**src/rtl/dmem_bridge_pkg.sv**
```systemverilog
// -----------------------------------------------------------------------------
// dmem_bridge_pkg
//   Shared definitions for the core data-memory to system-bus bridge:
//   the bridge state encoding, default geometry and timeout, and the byte
//   strobe width helper.
// -----------------------------------------------------------------------------
package dmem_bridge_pkg;

    typedef enum logic [2:0] {
        ST_IDLE,
        ST_REQ,
        ST_WAIT_R,
        ST_DONE,
        ST_ERR
    } state_t;

    localparam int unsigned DEFAULT_ADDR_W  = 32;
    localparam int unsigned DEFAULT_DATA_W  = 32;
    localparam int unsigned DEFAULT_TIMEOUT = 255;
    localparam int unsigned DEFAULT_STRB_W  = DEFAULT_DATA_W / 8;

    // One byte strobe per byte lane of the data bus.
    function automatic int unsigned strb_width(input int unsigned data_w);
        return data_w / 8;
    endfunction

endpackage

```
**src/rtl/dmem_bus_bridge.sv**
```systemverilog
// -----------------------------------------------------------------------------
// dmem_bus_bridge
//   Registers one core data-memory access (load or store) and issues it as a
//   single valid/ready bus transaction, stalling the core until the bus
//   completes, errors out, or the timeout expires. At most one transaction is
//   outstanding.
//
// Ports
//   clk, reset        rising-edge clock, asynchronous active-low reset
//   core_load/store   access strobes from the core (store wins if both)
//   core_addr         byte address; bus address is word aligned
//   core_wdata/wmask  lane-aligned store data and byte mask
//   core_rdata        raw load word (valid in DONE, 0 in ERR, else held)
//   core_stall        core holds PC while high (combinational)
//   core_fault        one-cycle pulse on bus error or timeout
//   bus_valid/ready   request handshake
//   bus_we/addr/wdata/wstrb  request fields, stable while bus_valid is high
//   bus_rvalid/rdata  read response
//   bus_err           error, qualified by bus_ready (write) or bus_rvalid (read)
// -----------------------------------------------------------------------------
module dmem_bus_bridge
    import dmem_bridge_pkg::*;
#(
    parameter int unsigned ADDR_W  = DEFAULT_ADDR_W,
    parameter int unsigned DATA_W  = DEFAULT_DATA_W,
    parameter int unsigned TIMEOUT = DEFAULT_TIMEOUT
) (
    input  logic                          clk,
    input  logic                          reset,
    input  logic                          core_load,
    input  logic                          core_store,
    input  logic [ADDR_W-1:0]             core_addr,
    input  logic [DATA_W-1:0]             core_wdata,
    input  logic [strb_width(DATA_W)-1:0] core_wmask,
    output logic [DATA_W-1:0]             core_rdata,
    output logic                          core_stall,
    output logic                          core_fault,
    output logic                          bus_valid,
    input  logic                          bus_ready,
    output logic                          bus_we,
    output logic [ADDR_W-1:0]             bus_addr,
    output logic [DATA_W-1:0]             bus_wdata,
    output logic [strb_width(DATA_W)-1:0] bus_wstrb,
    input  logic                          bus_rvalid,
    input  logic [DATA_W-1:0]             bus_rdata,
    input  logic                          bus_err
);

    localparam int unsigned STRB_W = strb_width(DATA_W);
    localparam int unsigned CNT_W  = $clog2(TIMEOUT + 1);

    state_t              r_state;
    logic [CNT_W-1:0]    r_cnt;
    logic                r_bus_valid;
    logic                r_bus_we;
    logic [ADDR_W-1:0]   r_bus_addr;
    logic [DATA_W-1:0]   r_bus_wdata;
    logic [STRB_W-1:0]   r_bus_wstrb;
    logic [DATA_W-1:0]   r_rdata;
    logic                r_fault;

    logic                w_access;
    logic [CNT_W-1:0]    w_cnt_next;
    logic                w_timeout;

    assign w_access   = core_load | core_store;
    assign w_cnt_next = r_cnt + CNT_W'(1);
    // Counter starts at 0 on entry to REQ, so this fires on the TIMEOUT-th
    // cycle spent in REQ/WAIT_R.
    assign w_timeout  = (w_cnt_next == CNT_W'(TIMEOUT));

    always_comb begin
        core_stall = 1'b0;
        case (r_state)
            ST_IDLE:   core_stall = w_access;
            ST_REQ:    core_stall = 1'b1;
            ST_WAIT_R: core_stall = 1'b1;
            default:   core_stall = 1'b0;
        endcase
    end

    always_ff @(posedge clk or negedge reset) begin
        if (!reset) begin
            r_state     <= ST_IDLE;
            r_cnt       <= '0;
            r_bus_valid <= 1'b0;
            r_bus_we    <= 1'b0;
            r_bus_addr  <= '0;
            r_bus_wdata <= '0;
            r_bus_wstrb <= '0;
            r_rdata     <= '0;
            r_fault     <= 1'b0;
        end else begin
            r_fault <= 1'b0;
            case (r_state)
                ST_IDLE: begin
                    if (w_access) begin
                        // Masking instead of slicing keeps every address bit
                        // in use while forcing word alignment.
                        r_bus_addr  <= core_addr & ~ADDR_W'(3);
                        r_bus_we    <= core_store;
                        r_bus_wdata <= core_wdata;
                        r_bus_wstrb <= core_store ? core_wmask : '0;
                        r_cnt       <= '0;
                        r_bus_valid <= 1'b1;
                        r_state     <= ST_REQ;
                    end
                end
                ST_REQ: begin
                    r_cnt <= w_cnt_next;
                    if (bus_ready && (r_bus_we || bus_rvalid)) begin
                        r_bus_valid <= 1'b0;
                        if (bus_err) begin
                            // Read data captured with an error is replaced
                            // by 0, which is what ERR presents anyway.
                            r_rdata <= '0;
                            r_fault <= 1'b1;
                            r_state <= ST_ERR;
                        end else begin
                            if (!r_bus_we) begin
                                r_rdata <= bus_rdata;
                            end
                            r_state <= ST_DONE;
                        end
                    end else if (w_timeout) begin
                        r_bus_valid <= 1'b0;
                        r_rdata     <= '0;
                        r_fault     <= 1'b1;
                        r_state     <= ST_ERR;
                    end else if (bus_ready) begin
                        r_bus_valid <= 1'b0;
                        r_state     <= ST_WAIT_R;
                    end
                end
                ST_WAIT_R: begin
                    r_cnt <= w_cnt_next;
                    if (bus_rvalid) begin
                        if (bus_err) begin
                            r_rdata <= '0;
                            r_fault <= 1'b1;
                            r_state <= ST_ERR;
                        end else begin
                            r_rdata <= bus_rdata;
                            r_state <= ST_DONE;
                        end
                    end else if (w_timeout) begin
                        r_rdata <= '0;
                        r_fault <= 1'b1;
                        r_state <= ST_ERR;
                    end
                end
                // The core retires in DONE/ERR; its strobes may still be
                // high there, so a new request only starts from IDLE.
                ST_DONE: r_state <= ST_IDLE;
                ST_ERR:  r_state <= ST_IDLE;
                default: r_state <= ST_IDLE;
            endcase
        end
    end

    assign bus_valid  = r_bus_valid;
    assign bus_we     = r_bus_we;
    assign bus_addr   = r_bus_addr;
    assign bus_wdata  = r_bus_wdata;
    assign bus_wstrb  = r_bus_wstrb;
    assign core_rdata = r_rdata;
    assign core_fault = r_fault;

endmodule

```
**config.mk**
```make
export PLATFORM = sky130hd
export DESIGN_NAME = dmem_bus_bridge
export DESIGN_NICKNAME = d
export VERILOG_FILES = /design/src/rtl/dmem_bridge_pkg.sv /design/src/rtl/dmem_bus_bridge.sv
export SDC_FILE = /design/constraint.sdc
export NUM_CORES = 1
export LEC_CHECK = 0
export ABC_AREA = 1
export BUFFER_PORTS_ARGS = -buffer_cell sky130_fd_sc_hd__buf_2
export CAP_MARGIN = 5
export CORE_ASPECT_RATIO = 1.25
export CORE_MARGIN = 2
export CORE_UTILIZATION = 51
export CTS_CLUSTER_SIZE = 28
export DETAILED_ROUTE_END_ITERATION = 6
export PLACE_DENSITY = 0.85
export SKIP_LAST_GASP = 1
export SLEW_MARGIN = 20
export SYNTH_ARGS = -nofsm -noshare
export SYNTH_HDL_FRONTEND = slang
export SYNTH_SLANG_ARGS = --single-unit
```
**constraint.sdc**
```tcl
create_clock -name clk -period 4.05 [get_ports clk]
set_input_delay 0.405 -clock clk [delete_from_list [all_inputs] [get_ports clk]]
set_output_delay 0.405 -clock clk [all_outputs]
set_load 0.02 [all_outputs]
```
==> results_dict.tcl, run 1 <==
set metrics [dict create \
    status "completed" \
    synthArstFlopShare_pct 100 \
    finalSetupViolations 0 \
    max_freq_mhz 408 \
    htreeDepth 3 \
    dpl_worst_slack_ns 1.65 \
    postCtsHoldBufs 1 \
    dr.pass1.iters 7 \
    wl_per_cell_um 13.4 \
    cp-start-kind "flop" \
    finalWorstSetupSlack_ns 1.60 \
    irDropWorstVdd_mv 0.502 \
    yosysSeqAreaShare_pct 57.9 \
    power_density_mw_per_mm2 860 \
    finalWirelength_um 12200 \
    cts.sinks 112 \
    grt_start_max_net_pins 67 \
    cts_setup_buffers 0 \
    synth-main-ff-cell "dfrtp_1" \
    grt_pass1_wl_um 20200 \
    syn_to_final_growth_pct 30.1 \
    worstSetupPathType "flop to output port" \
    synthesis.area_sq_mm 0.00484 \
    vias 4453 \
    final_cell_area_sq_mm 0.00630 \
    fin_crit_sh_pct 60.5 \
    multi_input_area_sq_mm 0.00181 \
    core-area_sq_mm 0.00917 \
    hold_class "input port to flop" \
    drv_cap 0 \
    critPathMaxFanout 7 \
    tightestPinTransition_ns 1.04 \
    gp_congestion 0.855 \
    r2r_cells 11 \
    yosysUniqueCellTypes 33 \
    yosys_register_bits 112 \
    overflow 0 \
    rsz0062_at_grt "no" \
    routed_via_density 4.91 \
    io_buffer_count 206 \
    ios 211 \
    p_leak_nw 3.73 \
    hold_viol 0 \
    ctsResizeCount 0 \
    cp.required_ns 3.64 \
    end_kind "output port" \
    die_h_um 113 \
    whs_ns 0.249 \
    path_clk_slew_ns 0.07 \
    die-area_sq_mm 0.0103 \
    antenna_found_initial 0 \
    synth_edf_count 0 \
    cts_tree "built" \
    num-nets-final 887 \
    period_needed_ns 2.45 \
    grt_usage_pct 24.4 \
    dpl_cell_area_sq_mm 0.00593 \
    arrival_ns 2.04 \
    r2r_setup_slack_ns 1.60 \
    min_path_cells 3 \
    clk_latency_ns 0.34 \
    die_w_um 91.2 \
    syn_avg_cell_area_sq_um 8.41 \
    stdcell_count 907 \
    clock_skew_ns 0.00672 \
    maxSlewHeadroom_pct 30.2 \
    drive_gt1_share_pct 32.1 \
    ctsLongestPathBuffers 2 \
    grt_pass1_vias 4460 \
    drc 0 \
    root_buffer "clkbuf_16" \
    fill_cells 748 \
    std_cell_rows 39 \
    drt-initial-drc-count 245 \
    cts_made_buffers 9 \
    setup_tns_ns 0 \
    ys_warn_count 0 \
    synthCells 576 \
    dp_hpwl_um 8930 \
    placed_cells 889 \
    antenna_left 0 \
    seq_area_sq_mm 0.00280 \
    initial_core_util_pct 52.8 \
    slew_violations 0 \
]
-- sequential cells by signal, indices dropped and copies added, names as in the netlist --
register and flops:
bus_valid 1, bus_addr 30, core_fault 1, bus_wstrb 4, bus_we 1, r_cnt 8, core_rdata 32, r_state 3
bus_wdata 32
-- cell usage in the layout, fill, tap and decap left out, types with 3 or more instances in the layout --
cell	netlist	routed
bufinv_16	0	3
dfrtp_1	112	112
inv_1	18	18
o22ai_1	4	4
inv_2	6	6
a21oi_1	10	10
nor2_2	3	3
nand2_1	331	330
nor2_1	12	12
or2_2	3	3
clkbuf_16	0	9
buf_2	10	205
o21ai_0	7	7
buf_4	4	5
nand3_1	26	26
-- final cells by class --
cell class	count	share of cell area, %
antenna	1	0.0397
clock buffer	10	3.79
clock inverter	6	1.93
inverter	25	1.53
multi-input combinational	419	28.8
sequential	112	44.5
tap	123	2.44
timing repair buffer	211	17.0
-- cells in the mapped netlist, types with 4 or more instances --
cell,n,area share (%)
inv_1,18,1.4
a21oi_1,10,1.0
nor2_1,12,0.93
o21ai_0,7,0.72
dfrtp_1,112,58
buf_4,4,0.62
buf_6,4,0.93
buf_2,10,1.0
nand3_1,26,2.7
o22ai_1,4,0.52
inv_2,6,0.46
nand2_1,331,26
-- power by group --
part | leakage (nW) | total [mW] | internal (mW) | switching (mW)
Clock | 0.177 | 1.05 | 0.633 | 0.416
Sequential | 1.41 | 1.90 | 1.62 | 0.290
Combinational | 2.13 | 2.47 | 0.764 | 1.71
-- critical path: stages, from the launching register on --
cell and delay [ns]:
dfrtp_1 0.40, nor2_1 0.13, inv_2 0.08, nor2_1 0.43, nand2_2 0.11, inv_2 0.08, nor2_1 0.07, inv_1 0.20
buf_2 0.21
-- metal layers --
layer | vias up | share of wire, % | global-route usage [%]
met4 | 0 | 2.3 | 10.2
met2 | 194 | 48 | 40.5
li1 | 2176 | - | -
met3 | 22 | 8.9 | 6.19
met5 | - | 0 | 0
met1 | 2061 | 40 | 30.6
-- cell families after synthesis --
kind of cell	share of synthesized area, %
simple gates	32.3
compound gates	4.39
buf+inv	4.80
fa+ha+maj	0.517
other cells	0.0774
flops	57.9
-- metrics by stage --
stage	util, %	total power [mW]
finish	68.7	5.42
global placement	64.6	4.29
CTS	68.7	5.46
floorplan	-	3.58
detailed placement	64.6	4.40
global route	68.7	5.82
-- final timing paths --
path	start	to
worst max-delay path	r_state[2]$_DFFE_PN0P_	core_stall
worst min-delay path	core_addr[15]	bus_addr[15]$_DFFE_PN0P_
worst max register to register	r_cnt[0]$_DFFE_PN0P_	core_rdata[5]$_DFFE_PN0P_
worst min register to register	core_rdata[8]$_DFFE_PN0P_	core_rdata[8]$_DFFE_PN0P_
max in group asynchronous	reset	r_state[0]$_DFFE_PN0P_
min in group asynchronous	reset	core_rdata[7]$_DFFE_PN0P_
Note: power is estimated with default switching activity, not from simulation.
==> run 2, diff against run 1 <==
Settings changed: ABC_AREA 1 to 0, CORE_UTILIZATION 51 to 42, PLACE_DENSITY 0.85 to 0.76.
Clock period 4.05 ns to 2 ns, I/O delays scaled along.
==> results_dict.tcl, run 2 <==
set metrics [dict create \
    die-area_sq_mm 0.0118 \
    io_buffer_count 206 \
    clock_skew_ns 0.00785 \
    synth_common_cells "nand2_1, dfrtp_1, a22o_1, clkbuf_1, o21ai_0" \
    slowest_delay_ns 0.41 \
    synth_top_cells_by_area "dfrtp_1, nand2_1, a22o_1" \
    overflow 0 \
    worstSetupPathType "flop to flop" \
    ctsLongestPathBuffers 2 \
    routed_via_density 5.06 \
    syn_to_final_growth_pct 37.2 \
    clk_latency_ns 0.34 \
    antenna_found_initial 0 \
    finalPower_mw 10.6 \
    root_buffer "clkbuf_16" \
    finalSetupViolations 0 \
    dr.pass1.iters 4 \
    num-nets-final 798 \
    grt_usage_pct 20.1 \
    drv_cap 0 \
    status "completed" \
    path_clk_slew_ns 0.07 \
    drt-initial-drc-count 155 \
    htreeDepth 3 \
    n_antenna_cell 0 \
    synthesis.area_sq_mm 0.00460 \
    rsz0062_at_grt "yes" \
    synth_edf_count 0 \
    std_cell_rows 42 \
    die_w_um 97.6 \
    crit_path_top_delay_cell "dfrtp_1" \
    setup_tns_ns 0 \
    irDropWorstVdd_mv 1.04 \
    power_density_mw_per_mm2 1680 \
    end_kind "flop" \
    drc 0 \
    drive_gt1_share_pct 38.1 \
    finalWirelength_um 12200 \
    yosysSeqAreaShare_pct 61.0 \
    dp_hpwl_um 8720 \
    gp_congestion 0.787 \
    synth-main-ff-cell "dfrtp_1" \
    final_cell_area_sq_mm 0.00631 \
    yosysUniqueCellTypes 42 \
    layout_common_cells "buf_2, nand2_1, dfrtp_1" \
    cts_tree "built" \
    arrival_ns 2.19 \
    cts.sinks 112 \
    syn_avg_cell_area_sq_um 9.76 \
    fin_crit_sh_pct 98.3 \
    cts_made_buffers 9 \
    yosysTopAreaCell "dfrtp_1" \
    max_freq_mhz 509 \
    grt_pass1_wl_um 19200 \
    hold_viol 0 \
    cp-start-kind "flop" \
    dpl_cell_area_sq_mm 0.00591 \
    crit_buf_inv 1 \
    synthArstFlopShare_pct 100 \
    synthCells 471 \
    core-area_sq_mm 0.0106 \
    cp.required_ns 2.22 \
    die_h_um 121 \
    cpLargestDelayFamily "compound AO/OA/AOI/OAI gates" \
    grt_pass1_vias 4018 \
    grt_start_max_net_pins 74 \
    yosys_register_bits 112 \
    p_leak_nw 3.51 \
    placed_cells 806 \
    wl_per_cell_um 14.8 \
    period_needed_ns 1.97 \
    slew_violations 0 \
    layout_commonest_cell "buf_2" \
    antenna_left 0 \
    synth_top_cell_area_share_pct 61.0 \
    critPathMaxFanout 14 \
    initial_core_util_pct 43.3 \
    cp_cell_sequence "ha_4 > nand3_4 > or3_4 > a2111oi_4 > buf_6 > o21ai_4 > a22o_1" \
    stdcell_count 825 \
    synth_most_common_cell "nand2_1" \
    hold_class "input port to flop" \
    ios 211 \
    vias 4173 \
    ys_warn_count 0 \
]
==> run 2: cell count changes after synthesis, moves of 6 or more <==
cell / before / now
nand2_1: 331 / 197
a22o_1: 1 / 37
nand3_1: 26 / 3
clkbuf_1: 3 / 19
inv_1: 18 / 7
buf_2: 10 / 1
o21ai_0: 7 / 16
o21ai_1: 0 / 9
inv_2: 6 / 0
nor2b_1: 0 / 6
==> run 2: routing by layer <==
layer  vias to the layer above  wire, um  GRT usage [%]  part of all wire (%)
li1                       1990         -              -                     -
met1                      1980      4920           25.0                    40
met2                       189      6040           34.1                    50
met3                        14      1080           5.76                   8.8
met4                         0       171           6.25                   1.4
met5                         -         0              0                     0
==> run 2: cell families after synthesis <==
family	count (synthesis)	synth area share (%)
flops	112	61.0
fa+ha+maj	2	0.544
other cells	1	0.0816
xor+xnor	3	0.572
compound gates	88	14.1
buf+inv	34	3.29
simple gates	231	20.5
==> run 2: per-stage QoR <==
step                utilization (%)  worst slack (ns)  hold WS (ns)
floorplan                         -          -0.00727       -0.0956
global placement               55.7            0.0553         0.128
detailed placement             55.7          -0.00146         0.133
CTS                            58.9          -0.00936        0.0277
global route                   59.4           -0.0441        0.0366
finish                         59.4            0.0338        0.0405
==> run 2: timing repair <==
action                                  4_1_cts  5_1_grt
hold buffers                                  1        0
hold endpoints to repair                     22        0
resized for setup                             2       11
cloned                                        1        1
endpoints found under the setup margin       19       35
buffers inserted                              1        0
==> run 2: cell type report <==
class	count	area (sq um)
Sequential cell	112	2800
Timing Repair Buffer	232	1270
Tap cell	132	165
Fill cell	920	4310
Inverter	7	26.3
Clock buffer	11	253
Multi-Input combinational cell	327	1740
Clock inverter	4	53.8
==> run 2: worst paths after layout <==
kind                                               start  depth (start not counted)                          to  slack, ns
worst min-delay path                       core_addr[18]                          3    bus_addr[18]$_DFFE_PN0P_       0.04
worst max register to register      r_cnt[1]$_DFFE_PN0P_                          7  core_rdata[24]$_DFFE_PN0P_       0.03
max in group asynchronous                          reset                          3  core_rdata[31]$_DFFE_PN0P_       0.99
worst max-delay path                r_cnt[1]$_DFFE_PN0P_                          7  core_rdata[24]$_DFFE_PN0P_       0.03
min in group asynchronous                          reset                          2  core_rdata[17]$_DFFE_PN0P_       0.30
worst min register to register  bus_addr[26]$_DFFE_PN0P_                          2    bus_addr[26]$_DFFE_PN0P_       0.47
==> run 2: worst reg2reg max path: stages, from the launching register on <==
cell	delay (ns)
dfrtp_1	0.41
ha_4	0.17
nand3_4	0.08
or3_4	0.34
a2111oi_4	0.30
buf_6	0.19
o21ai_4	0.14
a22o_1	0.22
==> run 2: report_power, final <==
group	leakage [nW]	internal (mW)	switching [mW]
registers	1.42	3.26	0.581
logic	1.94	1.77	3.16
clock network	0.144	1.04	0.789
total	3.51	6.07	4.53
